==> src/rtl/multicycle_controller_pkg.sv <==
// ctrl_pkg: opcode classes, encodings and one-hot select constants for the multicycle controller
package ctrl_pkg;
  typedef enum logic [2:0] {FETCH, DECODE, EXEC, MEM, WB} state_e;
  typedef enum logic [3:0] {CL_R, CL_I, CL_SHF, CL_LDM, CL_STM, CL_BR, CL_JMP, CL_JSB, CL_RET, CL_ILL} iclass_e;
  localparam logic [1:0] OP_R = 2'b00;
  localparam logic [1:0] OP_I = 2'b01;
  localparam logic [2:0] OP_SHF = 3'b100;
  localparam logic [2:0] OP_MEM = 3'b101;
  localparam logic [2:0] OP_BR = 3'b110;
  localparam logic [4:0] OP_JMP = 5'b11100;
  localparam logic [4:0] OP_JSB = 5'b11101;
  localparam logic [5:0] OP_RET = 6'b111100;
  localparam logic [1:0] FN_LDM = 2'b00;
  localparam logic [1:0] FN_STM = 2'b01;
  localparam logic [1:0] FN_BZ = 2'b00;
  localparam logic [1:0] FN_BC = 2'b01;
  localparam logic [1:0] FN_BNZ = 2'b10;
  localparam logic [3:0] ADD_SIGNED = 4'b0000;
  localparam logic [3:0] PC_STACK = 4'b1000;
  localparam logic [3:0] PC_CONST = 4'b0100;
  localparam logic [3:0] PC_OFFSET = 4'b0010;
  localparam logic [3:0] PC_PLUS1 = 4'b0001;
  localparam logic [2:0] RF_SHF = 3'b100;
  localparam logic [2:0] RF_MEM = 3'b010;
  localparam logic [2:0] RF_ALU = 3'b001;
  function automatic iclass_e decode(input logic [5:0] op);
    return op[5:4] == OP_R ? CL_R :
           op[5:4] == OP_I ? CL_I :
           op[5:3] == OP_SHF ? CL_SHF :
           op[5:3] == OP_MEM ? (op[2:1] == FN_LDM ? CL_LDM : op[2:1] == FN_STM ? CL_STM : CL_ILL) :
           op[5:3] == OP_BR ? CL_BR :
           op[5:1] == OP_JMP ? CL_JMP :
           op[5:1] == OP_JSB ? CL_JSB :
           op == OP_RET ? CL_RET : CL_ILL;
  endfunction
  function automatic logic br_taken(input logic [1:0] fn, input logic c, input logic z);
    return fn == FN_BZ ? z : fn == FN_BC ? c : fn == FN_BNZ ? !z : !c;
  endfunction
endpackage

==> src/rtl/multicycle_controller_if.sv <==
// multicycle_controller_if: instruction and data memory handshake bundle
interface multicycle_controller_if;
  logic imem_req;
  logic imem_ready;
  logic [5:0] instr;
  logic dmem_req;
  logic dmem_ready;
  logic mem_read;
  logic mem_write;
  modport master(output imem_req, dmem_req, mem_read, mem_write, input imem_ready, instr, dmem_ready);
  modport slave(input imem_req, dmem_req, mem_read, mem_write, output imem_ready, instr, dmem_ready);
endinterface

==> src/rtl/multicycle_controller_stack_tracker.sv <==
// ctrl_stack_tracker: return-stack occupancy counter with full/empty and overflow/underflow detection
module ctrl_stack_tracker #(
  parameter int DEPTH = 8,
  parameter int SP_W = $clog2(DEPTH + 1)
) (
  input  logic            clk,
  input  logic            rst_n,
  input  logic            push_req_i,
  input  logic            pop_req_i,
  output logic            push_o,
  output logic            pop_o,
  output logic            err_o,
  output logic [SP_W-1:0] sp_level_o,
  output logic            full_o,
  output logic            empty_o
);
  logic [SP_W-1:0] sp_q, sp_d;
  assign full_o = sp_q == SP_W'(DEPTH);
  assign empty_o = sp_q == '0;
  assign push_o = push_req_i && !full_o;
  assign pop_o = pop_req_i && !empty_o;
  assign err_o = (push_req_i && full_o) || (pop_req_i && empty_o);
  assign sp_d = push_o ? sp_q + SP_W'(1) : pop_o ? sp_q - SP_W'(1) : sp_q;
  assign sp_level_o = sp_q;
  always_ff @(posedge clk) begin
    if (!rst_n) sp_q <= '0;
    else sp_q <= sp_d;
  end
endmodule

==> src/rtl/multicycle_controller.sv <==
// multicycle_controller: FETCH/DECODE/EXEC/MEM/WB sequencer for the 6-bit-opcode accumulator CPU
module multicycle_controller
  import ctrl_pkg::*;
#(
  parameter int ALU_OP_W = 4,
  parameter int STACK_DEPTH = 8,
  parameter int SP_W = $clog2(STACK_DEPTH + 1)
) (
  input  logic                  clk,
  input  logic                  rst_n,
  multicycle_controller_if.master mem_if,
  input  logic                  alu_c_i,
  input  logic                  alu_z_i,
  input  logic                  shf_c_i,
  input  logic                  shf_z_i,
  output logic [ALU_OP_W-1:0]   alu_op_o,
  output logic                  sel_alusrc_reg_o,
  output logic                  sel_alusrc_const_o,
  output logic [3:0]            pc_sel_o,
  output logic                  pc_we_o,
  output logic                  ir_we_o,
  output logic [2:0]            rf_in_sel_o,
  output logic                  rf_rd2_sel_rd_o,
  output logic                  rf_we_o,
  output logic                  push_stack_o,
  output logic                  pop_stack_o,
  output logic                  c_flag_o,
  output logic                  z_flag_o,
  output logic [SP_W-1:0]       sp_level_o,
  output logic                  stack_full_o,
  output logic                  stack_empty_o,
  output logic                  stack_err_o,
  output logic                  illegal_instr_o
);
  state_e state_q, state_d;
  logic [5:0] ir_q;
  logic c_q, z_q;
  iclass_e cls;
  logic exec, hold, alu_cls, push_req, pop_req;
  assign cls = decode(ir_q);
  assign exec = rst_n && state_q == EXEC;
  assign hold = rst_n && (state_q == EXEC || state_q == MEM || state_q == WB);
  assign alu_cls = cls == CL_R || cls == CL_I;
  assign push_req = exec && cls == CL_JSB;
  assign pop_req = exec && cls == CL_RET;
  ctrl_stack_tracker #(.DEPTH(STACK_DEPTH), .SP_W(SP_W)) u_stack (
    .clk, .rst_n,
    .push_req_i(push_req), .pop_req_i(pop_req),
    .push_o(push_stack_o), .pop_o(pop_stack_o), .err_o(stack_err_o),
    .sp_level_o, .full_o(stack_full_o), .empty_o(stack_empty_o)
  );
  // Datapath selects stay stable from EXEC until the instruction retires
  assign alu_op_o = !hold ? '0 : alu_cls ? ALU_OP_W'(ir_q[3:1]) : ALU_OP_W'(ADD_SIGNED);
  assign sel_alusrc_reg_o = hold && cls == CL_R;
  assign sel_alusrc_const_o = hold && (cls == CL_I || cls == CL_LDM || cls == CL_STM);
  assign rf_in_sel_o = !hold ? 3'b000 : alu_cls ? RF_ALU : cls == CL_SHF ? RF_SHF : cls == CL_LDM ? RF_MEM : 3'b000;
  assign illegal_instr_o = exec && cls == CL_ILL;
  assign c_flag_o = c_q;
  assign z_flag_o = z_q;
  always_comb begin
    state_d = state_q;
    mem_if.imem_req = 1'b0;
    mem_if.dmem_req = 1'b0;
    mem_if.mem_read = 1'b0;
    mem_if.mem_write = 1'b0;
    ir_we_o = 1'b0;
    pc_we_o = 1'b0;
    pc_sel_o = 4'b0000;
    rf_we_o = 1'b0;
    rf_rd2_sel_rd_o = 1'b0;
    if (rst_n) begin
      case (state_q)
        FETCH: begin
          mem_if.imem_req = 1'b1;
          ir_we_o = mem_if.imem_ready;
          state_d = mem_if.imem_ready ? DECODE : FETCH;
        end
        DECODE: state_d = EXEC;
        EXEC: begin
          state_d = (alu_cls || cls == CL_SHF) ? WB : (cls == CL_LDM || cls == CL_STM) ? MEM : FETCH;
          pc_we_o = state_d == FETCH;
          pc_sel_o = !pc_we_o ? 4'b0000 :
                     cls == CL_BR ? (br_taken(ir_q[2:1], c_q, z_q) ? PC_OFFSET : PC_PLUS1) :
                     cls == CL_JMP ? PC_CONST :
                     cls == CL_JSB ? (push_stack_o ? PC_CONST : PC_PLUS1) :
                     cls == CL_RET ? (pop_stack_o ? PC_STACK : PC_PLUS1) : PC_PLUS1;
        end
        MEM: begin
          mem_if.dmem_req = 1'b1;
          mem_if.mem_read = cls == CL_LDM;
          mem_if.mem_write = cls == CL_STM;
          rf_rd2_sel_rd_o = cls == CL_STM;
          pc_we_o = mem_if.dmem_ready && cls == CL_STM;
          pc_sel_o = pc_we_o ? PC_PLUS1 : 4'b0000;
          state_d = !mem_if.dmem_ready ? MEM : cls == CL_STM ? FETCH : WB;
        end
        WB: begin
          rf_we_o = 1'b1;
          pc_we_o = 1'b1;
          pc_sel_o = PC_PLUS1;
          state_d = FETCH;
        end
        default: state_d = FETCH;
      endcase
    end
  end
  always_ff @(posedge clk) begin
    if (!rst_n) begin
      state_q <= FETCH;
      ir_q <= '0;
      c_q <= 1'b0;
      z_q <= 1'b0;
    end else begin
      state_q <= state_d;
      if (ir_we_o) ir_q <= mem_if.instr;
      if (exec && alu_cls) {c_q, z_q} <= {alu_c_i, alu_z_i};
      if (exec && cls == CL_SHF) {c_q, z_q} <= {shf_c_i, shf_z_i};
    end
  end
endmodule
==> src/flat_wrapper.sv <==
// flat-port wrapper written by rule: the top's interface ports become plain ports
module multicycle_controller_flat import ctrl_pkg::*;
#(
  parameter int ALU_OP_W = 4,
  parameter int STACK_DEPTH = 8,
  parameter int SP_W = $clog2(STACK_DEPTH + 1)
)
  (clk, rst_n, alu_c_i, alu_z_i, shf_c_i, shf_z_i, alu_op_o, sel_alusrc_reg_o, sel_alusrc_const_o, pc_sel_o, pc_we_o, ir_we_o, rf_in_sel_o, rf_rd2_sel_rd_o, rf_we_o, push_stack_o, pop_stack_o, c_flag_o, z_flag_o, sp_level_o, stack_full_o, stack_empty_o, stack_err_o, illegal_instr_o, mem_if_imem_req, mem_if_dmem_req, mem_if_mem_read, mem_if_mem_write, mem_if_imem_ready, mem_if_instr, mem_if_dmem_ready);
  multicycle_controller_if mem_if_i ();
  input  logic clk;
  input  logic rst_n;
  input  logic alu_c_i;
  input  logic alu_z_i;
  input  logic shf_c_i;
  input  logic shf_z_i;
  output logic [ALU_OP_W-1:0] alu_op_o;
  output logic sel_alusrc_reg_o;
  output logic sel_alusrc_const_o;
  output logic [3:0] pc_sel_o;
  output logic pc_we_o;
  output logic ir_we_o;
  output logic [2:0] rf_in_sel_o;
  output logic rf_rd2_sel_rd_o;
  output logic rf_we_o;
  output logic push_stack_o;
  output logic pop_stack_o;
  output logic c_flag_o;
  output logic z_flag_o;
  output logic [SP_W-1:0] sp_level_o;
  output logic stack_full_o;
  output logic stack_empty_o;
  output logic stack_err_o;
  output logic illegal_instr_o;
  output wire logic [$bits(mem_if_i.imem_req)-1:0] mem_if_imem_req;
  output wire logic [$bits(mem_if_i.dmem_req)-1:0] mem_if_dmem_req;
  output wire logic [$bits(mem_if_i.mem_read)-1:0] mem_if_mem_read;
  output wire logic [$bits(mem_if_i.mem_write)-1:0] mem_if_mem_write;
  input wire logic [$bits(mem_if_i.imem_ready)-1:0] mem_if_imem_ready;
  input wire logic [$bits(mem_if_i.instr)-1:0] mem_if_instr;
  input wire logic [$bits(mem_if_i.dmem_ready)-1:0] mem_if_dmem_ready;
  assign mem_if_imem_req = mem_if_i.imem_req;
  assign mem_if_dmem_req = mem_if_i.dmem_req;
  assign mem_if_mem_read = mem_if_i.mem_read;
  assign mem_if_mem_write = mem_if_i.mem_write;
  assign mem_if_i.imem_ready = mem_if_imem_ready;
  assign mem_if_i.instr = mem_if_instr;
  assign mem_if_i.dmem_ready = mem_if_dmem_ready;
  multicycle_controller #(.ALU_OP_W(ALU_OP_W), .STACK_DEPTH(STACK_DEPTH), .SP_W(SP_W)) u_core (.clk(clk), .rst_n(rst_n), .mem_if(mem_if_i), .alu_c_i(alu_c_i), .alu_z_i(alu_z_i), .shf_c_i(shf_c_i), .shf_z_i(shf_z_i), .alu_op_o(alu_op_o), .sel_alusrc_reg_o(sel_alusrc_reg_o), .sel_alusrc_const_o(sel_alusrc_const_o), .pc_sel_o(pc_sel_o), .pc_we_o(pc_we_o), .ir_we_o(ir_we_o), .rf_in_sel_o(rf_in_sel_o), .rf_rd2_sel_rd_o(rf_rd2_sel_rd_o), .rf_we_o(rf_we_o), .push_stack_o(push_stack_o), .pop_stack_o(pop_stack_o), .c_flag_o(c_flag_o), .z_flag_o(z_flag_o), .sp_level_o(sp_level_o), .stack_full_o(stack_full_o), .stack_empty_o(stack_empty_o), .stack_err_o(stack_err_o), .illegal_instr_o(illegal_instr_o));
endmodule
==> config.mk <==
export PLATFORM = sky130hd
export DESIGN_NAME = multicycle_controller_flat
export DESIGN_NICKNAME = d
export VERILOG_FILES = /design/src/rtl/multicycle_controller_pkg.sv /design/src/rtl/multicycle_controller_if.sv /design/src/rtl/multicycle_controller_stack_tracker.sv /design/src/rtl/multicycle_controller.sv /design/src/flat_wrapper.sv
export SDC_FILE = /design/constraint.sdc
export NUM_CORES = 1
export LEC_CHECK = 0
export CORE_AREA = 4 4 55 61
export DETAILED_ROUTE_END_ITERATION = 6
export DIE_AREA = 0 0 59 65
export MAX_ROUTING_LAYER = met4
export PLACE_DENSITY_LB_ADDON = 0.15
export SETUP_SLACK_MARGIN = 0.2
export SYNTH_ARGS = -nofsm -noshare
export SYNTH_HDL_FRONTEND = slang
export SYNTH_HIERARCHICAL = 1
export SYNTH_SLANG_ARGS = --single-unit
==> constraint.sdc <==
create_clock -name clk -period 3.2 [get_ports clk]
set_input_delay 0.64 -clock clk [delete_from_list [all_inputs] [get_ports clk]]
set_output_delay 0.64 -clock clk [all_outputs]
set_load 0.01 [all_outputs]
* Word-level counts from Yosys, hierarchy flattened
Cells that the tools add are included.
Word-level totals: bits in registers 15, latch bits 0, RAM bits 0, memory bits (read-only) 0, input port bits 14, output and inout port bits 33, word-level logic and storage cells 120, memories 0
Operators by class: add/sub/neg operators 2, $mul 0, div/mod/pow operators 0, $lt $le $gt $ge 0, eq/ne operators 23, shift-type cells 0, multiplexer cells 56, bitwise gates (word level) 0, reductions and logical operators 34
Operators by type and width (count):
- 4-bit 2-to-1 mux | 19
- 3-bit 2-to-1 mux | 8
- 1-bit 2-to-1 mux | 23
- 4-bit by 3-bit equality test with 1-bit output (second input constant) | 4
- 1-bit logical AND | 14
- 3-bit equality test (second input constant) | 4
- 4-bit equality test (second input constant) | 3
- 3-bit case mux with 4 select lines | 1
- 4-bit case mux with 3 select lines | 1
- 5-bit equality test (second input constant) | 2
- 4-bit by 2-bit equality test with 1-bit output (second input constant) | 2
- 4-bit zero test | 2
- 1-bit logical OR | 8
- 3-bit by 2-bit equality test with 1-bit output (second input constant) | 2
- 6-bit equality test (second input constant) | 1
- 3-bit zero test | 2
- 2-bit 2-to-1 mux | 3
- 4-bit by 1-bit adder with 4-bit output (second input constant) | 1
- 2-bit by 1-bit equality test with 1-bit output (second input constant) | 2
- 4-bit by 1-bit equality test with 1-bit output (second input constant) | 1
- 1-bit zero test | 4
- 2-bit zero test | 2
- 2-bit nonzero test | 2
- 4-bit by 1-bit subtractor with 4-bit output (second input constant) | 1
- 3 further kinds | 3

* Logic depth before layout (Yosys ltp)
depth in word-level cells 20, mapped depth 10, depth with buffers taken out 9

* By module
Netlist, hierarchy kept.
By module, submodules not included:
- multicycle_controller | instances 1, cells an instance 107, area an instance 808.3 um^2, seq. area each 220.2 um^2
- ctrl_stack_tracker | instances 1, cells an instance 38, area an instance 330.3 um^2, seq. area each 80.1 um^2

* Worst setup path before layout
No wires, ideal clock.
kind input to register, from input rst_n, to register u_core.u_stack.sp_q[3] (netlist: u_core/u_stack/sp_level_o[3]), setup time 0.129 ns, arrival time 2.342 ns, required time 3.071 ns, slack 0.729 ns, stages on the path 8, path buffers 0, cells stage by stage and4bb_1 and3_1 nand2_1 ha_1 a21o_1 a2111oi_2 a31o_1 a211oi_2
On the way: word-level cells in the longest chain between the ends 4, elaborated cells between the ends (all ways) 7, those cells by class mux: 1; reduce/logical: 6
RTL lines:
- start, declared | line flat_wrapper.sv:11 | input logic rst_n;
- 1-bit logical AND * | line multicycle_controller.sv:41 | assign exec = rst_n && state_q == EXEC;
- 1-bit logical AND * | line multicycle_controller.sv:44 | assign push_req = exec && cls == CL_JSB;
- net u_core.push_req | line multicycle_controller.sv:39 | logic exec, hold, alu_cls, push_req, pop_req;
- 1-bit logical AND * | line multicycle_controller_stack_tracker.sv:20 | assign push_o = push_req_i && !full_o;
- 4-bit 2-to-1 mux / 2-bit nonzero test (equally long branches)
- end signal, assigned | line multicycle_controller_stack_tracker.sv:27 | else sp_q <= sp_d;
- end, declared | line multicycle_controller_stack_tracker.sv:17 | logic [SP_W-1:0] sp_q, sp_d;
Mark *: on every way through the listed nets, which the timed path passes. The rest lies on a longest branch. A chain may end at the register's enable or synchronous reset.

* Worst setup path in the final report
from register u_core.ir_q[3], to output pc_sel_o[0]
On the way: word-level cells in the longest chain between the ends 20, elaborated cells between the ends (all ways) 44, those cells by class eq/ne: 14; mux: 20; reduce/logical: 10
RTL lines:
- start, declared | line multicycle_controller.sv:36 | logic [5:0] ir_q;
- start signal, assigned | line multicycle_controller.sv:115 | if (ir_we_o) ir_q <= mem_if.instr;
- 6-bit equality test | line multicycle_controller_pkg.sv:34 | op == OP_RET ? CL_RET : CL_ILL;
- 1-bit 2-to-1 mux | line multicycle_controller_pkg.sv:34
- 4-bit 2-to-1 mux | line multicycle_controller_pkg.sv:33 | op[5:1] == OP_JSB ? CL_JSB :
- 4-bit 2-to-1 mux | line multicycle_controller_pkg.sv:32 | op[5:1] == OP_JMP ? CL_JMP :
- 4-bit 2-to-1 mux | line multicycle_controller_pkg.sv:31 | op[5:3] == OP_BR ? CL_BR :
- 4-bit 2-to-1 mux | line multicycle_controller_pkg.sv:30 | op[5:3] == OP_MEM ? (op[2:1] == FN_LDM ? CL_LDM : op[2:1] == FN_STM ? CL_STM : CL_ILL) :
- 4-bit 2-to-1 mux * | line multicycle_controller_pkg.sv:29 | op[5:3] == OP_SHF ? CL_SHF :
- 4-bit 2-to-1 mux * | line multicycle_controller_pkg.sv:28 | op[5:4] == OP_I ? CL_I :
- [... 3 more ...]
- net u_core.pop_req | line multicycle_controller.sv:39
- 1-bit logical AND * | line multicycle_controller_stack_tracker.sv:21 | assign pop_o = pop_req_i && !empty_o;
- 4-bit 2-to-1 mux * (2 in a row) | line multicycle_controller.sv:86 | cls == CL_RET ? (pop_stack_o ? PC_STACK : PC_PLUS1) : PC_PLUS1;
- 4-bit 2-to-1 mux * | line multicycle_controller.sv:85 | cls == CL_JSB ? (push_stack_o ? PC_CONST : PC_PLUS1) :
- 4-bit 2-to-1 mux * | line multicycle_controller.sv:84 | cls == CL_JMP ? PC_CONST :
- 4-bit 2-to-1 mux * | line multicycle_controller.sv:83 | cls == CL_BR ? (br_taken(ir_q[2:1], c_q, z_q) ? PC_OFFSET : PC_PLUS1) :
- 4-bit 2-to-1 mux * | line multicycle_controller.sv:82 | pc_sel_o = !pc_we_o ? 4'b0000 :
- 4-bit case mux with 3 select lines * | line multicycle_controller.sv:72 | case (state_q)
- 4-bit 2-to-1 mux * | line multicycle_controller.sv:71 | if (rst_n) begin
- end, declared | line flat_wrapper.sv:19 | output logic [3:0] pc_sel_o;
Marks and branches as above.

==> flow_summary.toml <==
[grt]
antenna_found_initial = 0
busiest_layer = "met2"
grt.met1_usage_pct = 20.8
grt_pass1_wl_um = 5220
grt_max_degree = 15
groute.usage.overall_pct = 17.8
grt_pass1_vias = 1197
grt_use_met2_pct = 32.0
overflow = 0
grtUsageMet3_pct = 1.99

[clock_network]
clk_path_buf_depth = 2
cts_hold_buf = 0
cts-root-buf = "clkbuf_4"
h-tree-depth = 1
clock_latency_ns = 0.28
cts_resized = 12
cts_tree = "yes"
post-cts-setup-buffers = 0
numCtsBuffers = 3
clock-sinks = 15
clk_pin_slew_worst_paths_ns = 0.10

[synth]
yosysUniqueCellTypes = 45
synthFlopType = "dfxtp_1"
syn_area_um2 = 1140
synth_seq_area_share_pct = 26.4
ys_seq_elements = 15
avgSynthCellArea_um2 = 7.85
syn_inst = 145
synth-edff-count = 0
async_flop_share_pct = 0
yosysWarnings = 6
syn_nets = 162

[layout]
flow.area_growth_from_synthesis_pct = 47.1
nets = 211
regArea_um2 = 302
multi_input_area_um2 = 758
drive_above_1_share_pct = 13.0
antennaDiodeCount = 0
fin_area_um2 = 1680
fill_cells = 263

[detailed_routing]
wl_um = 3200
antenna_left = 0
routed_via_density = 5.21
drtIter0Drc = 51
wl_per_cell_um = 14.2
dr.pass1.iters = 4
via_count = 1178
drc_errors = 0

[sta]
fin_hold_ws_ns = 0.561
finalSetupViolations = 0
fmaxAchievable_mhz = 356
finalCritPeriodShare_pct = 87.7
fin_crit_ns = 2.81
rsz0062_at_grt = "false"
hold_viol = 0
fin_skew_ns = 0.00649
fin_tns_setup_ns = 0
drv_slew = 0

[die]
coreArea_um2 = 2750
start_util_pct = 41.4
io_pins = 47
die_w_um = 59
rows = 20
die-area_um2 = 3840
die_h_um = 65

[setup_path]
endpoint_kind = "primary output"
crit_family = "simple AND/OR/NAND/NOR gates"
max_stage_delay_ns = 0.51
path_cells = "nand2_1 > nor4_2 > and2_4 > inv_1 > nor2_2 > nand2_1 > a41o_1 > dlygate4sd2_1"
worst-path-buf-inv = 2
crit_path_start_kind = "flip-flop"
cp_max_fo = 10
crit_top_cell = "nand2_1"
crit_arrival_ns = 2.17
cp.required_ns = 2.56
crit_type = "reg -> out"
critPathSlowestCell = "dfxtp_1"

[placed_design]
placed_area_um2 = 1640
io_buffer_count = 45
place_hpwl_um = 2450
gp_congestion = 0.856

[pwr]
power_density_nw_per_um2 = 232
ir_worst_vdd_mv = 0.219
p_leak_nw = 0.752

[status]
status = "complete, no violations"

[run]
drv_cap = 0

[worst_hold_path]
hold_path.class = "reg -> reg"
sequential cells by signal, summed over array words and instances (netlist names):
name / count
u_core/z_flag_o: 1
u_core/ir_q: 6
u_core/u_stack/sp_level_o: 4
u_core/state_q: 3
u_core/c_flag_o: 1
cell usage in the layout, fill, tap and decap left out, types with 5 or more instances in the layout:
cell | netlist | layout
a21oi_1 | 7 | 7
o21ai_0 | 5 | 5
inv_1 | 7 | 7
nor2b_1 | 10 | 9
nand2_1 | 12 | 12
mux2i_1 | 11 | 11
clkdlybuf4s50_1 | 0 | 33
nor2_1 | 18 | 16
dlygate4sd2_1 | 0 | 10
buf_4 | 2 | 9
dfxtp_1 | 15 | 14
nor3_1 | 6 | 6
cell usage after synthesis (2+ instances only):
library cell / n / share of area [%]
nand2b_1: 2 / 1.1
nor3b_1: 2 / 1.3
a21o_1: 2 / 1.3
and2_1: 4 / 2.2
nor2b_1: 10 / 5.5
nand3_1: 2 / 0.88
ha_1: 2 / 2.2
nand2_1: 12 / 4.0
nor3_1: 6 / 2.6
a21oi_1: 7 / 3.1
nor2_1: 18 / 5.9
a211oi_1: 3 / 2.0
clkbuf_1: 2 / 0.66
buf_6: 2 / 2.0
buf_4: 2 / 1.3
inv_1: 7 / 2.3
xnor2_1: 2 / 1.5
o21ai_0: 5 / 2.2
mux2i_1: 11 / 9.7
dfxtp_1: 15 / 26
buf_2: 5 / 2.2
metrics by stage:
step           setup slack, ns  power, W  utilization, %  instances
5_1_grt                  0.252  0.000413            60.9        226
6_report                 0.395  0.000389            60.9        226
4_1_cts                  0.193  0.000392            60.1        226
2_1_floorplan            0.729  0.000246               -        145
3_3_place_gp            0.0351  0.000278            59.4        222
3_5_place_dp          -0.00159  0.000280            59.4        222
worst reg2reg max path, stage by stage, from the launching register on:
cell and delay (ns):
dfxtp_2 0.44, nand2_1 0.13, nor3b_1 0.29, and3_1 0.22, nand2_1 0.07, buf_4 0.14, ha_1 0.27, a21o_1 0.21
a2111oi_2 0.45, a31o_1 0.17, a211oi_2 0.06
cell type report:
| type | instances | share of cell area (%) |
|---|---|---|
| Clock buffer | 4 | 1.57 |
| Inverter | 7 | 1.57 |
| Multi-Input combinational cell | 112 | 45.3 |
| Sequential cell | 15 | 18.0 |
| Tap cell | 33 | 2.46 |
| Timing Repair Buffer | 55 | 31.1 |
per-layer routing:
layer | up-vias | part of all wire, %
met3 | 4 | 4.1
met2 | 33 | 53
met1 | 549 | 42
met5 | - | 0
li1 | 592 | -
met4 | 0 | 1.1
path summary, 6_finish.rpt:
kind / startpoint / endpoint / slack, ns / cells past startpoint
worst max register to register: u_core/ir_q[5] / u_core/u_stack/sp_level_o[3] / 0.64 / 10
worst min-delay path: u_core/u_stack/sp_level_o[2] / u_core/u_stack/sp_level_o[2] / 0.56 / 2
worst min register to register: u_core/u_stack/sp_level_o[2] / u_core/u_stack/sp_level_o[2] / 0.56 / 2
worst max-delay path: u_core/ir_q[3] / pc_sel_o[0] / 0.39 / 8
cells by family (layout without fill, tap and decap cells):
family	Yosys count	after routing	share of synthesized area [%]
multiplexers	11	11	9.67
AO/OA/AOI/OAI	27	27	16.5
buffers and inverters	18	66	8.46
flip-flops	15	15	26.4
other	1	1	0.329
XOR/XNOR	3	3	2.31
AND/OR/NAND/NOR	67	67	32.4
adder cells (fa/ha/maj)	3	3	3.96
report_power, final:
part / switching [W] / internal [W]
logic: 0.0000292 / 0.0000417
clock network: 0.0000636 / 0.0000482
registers: 0.0000126 / 0.000194
(Power assumes the default switching activity.)
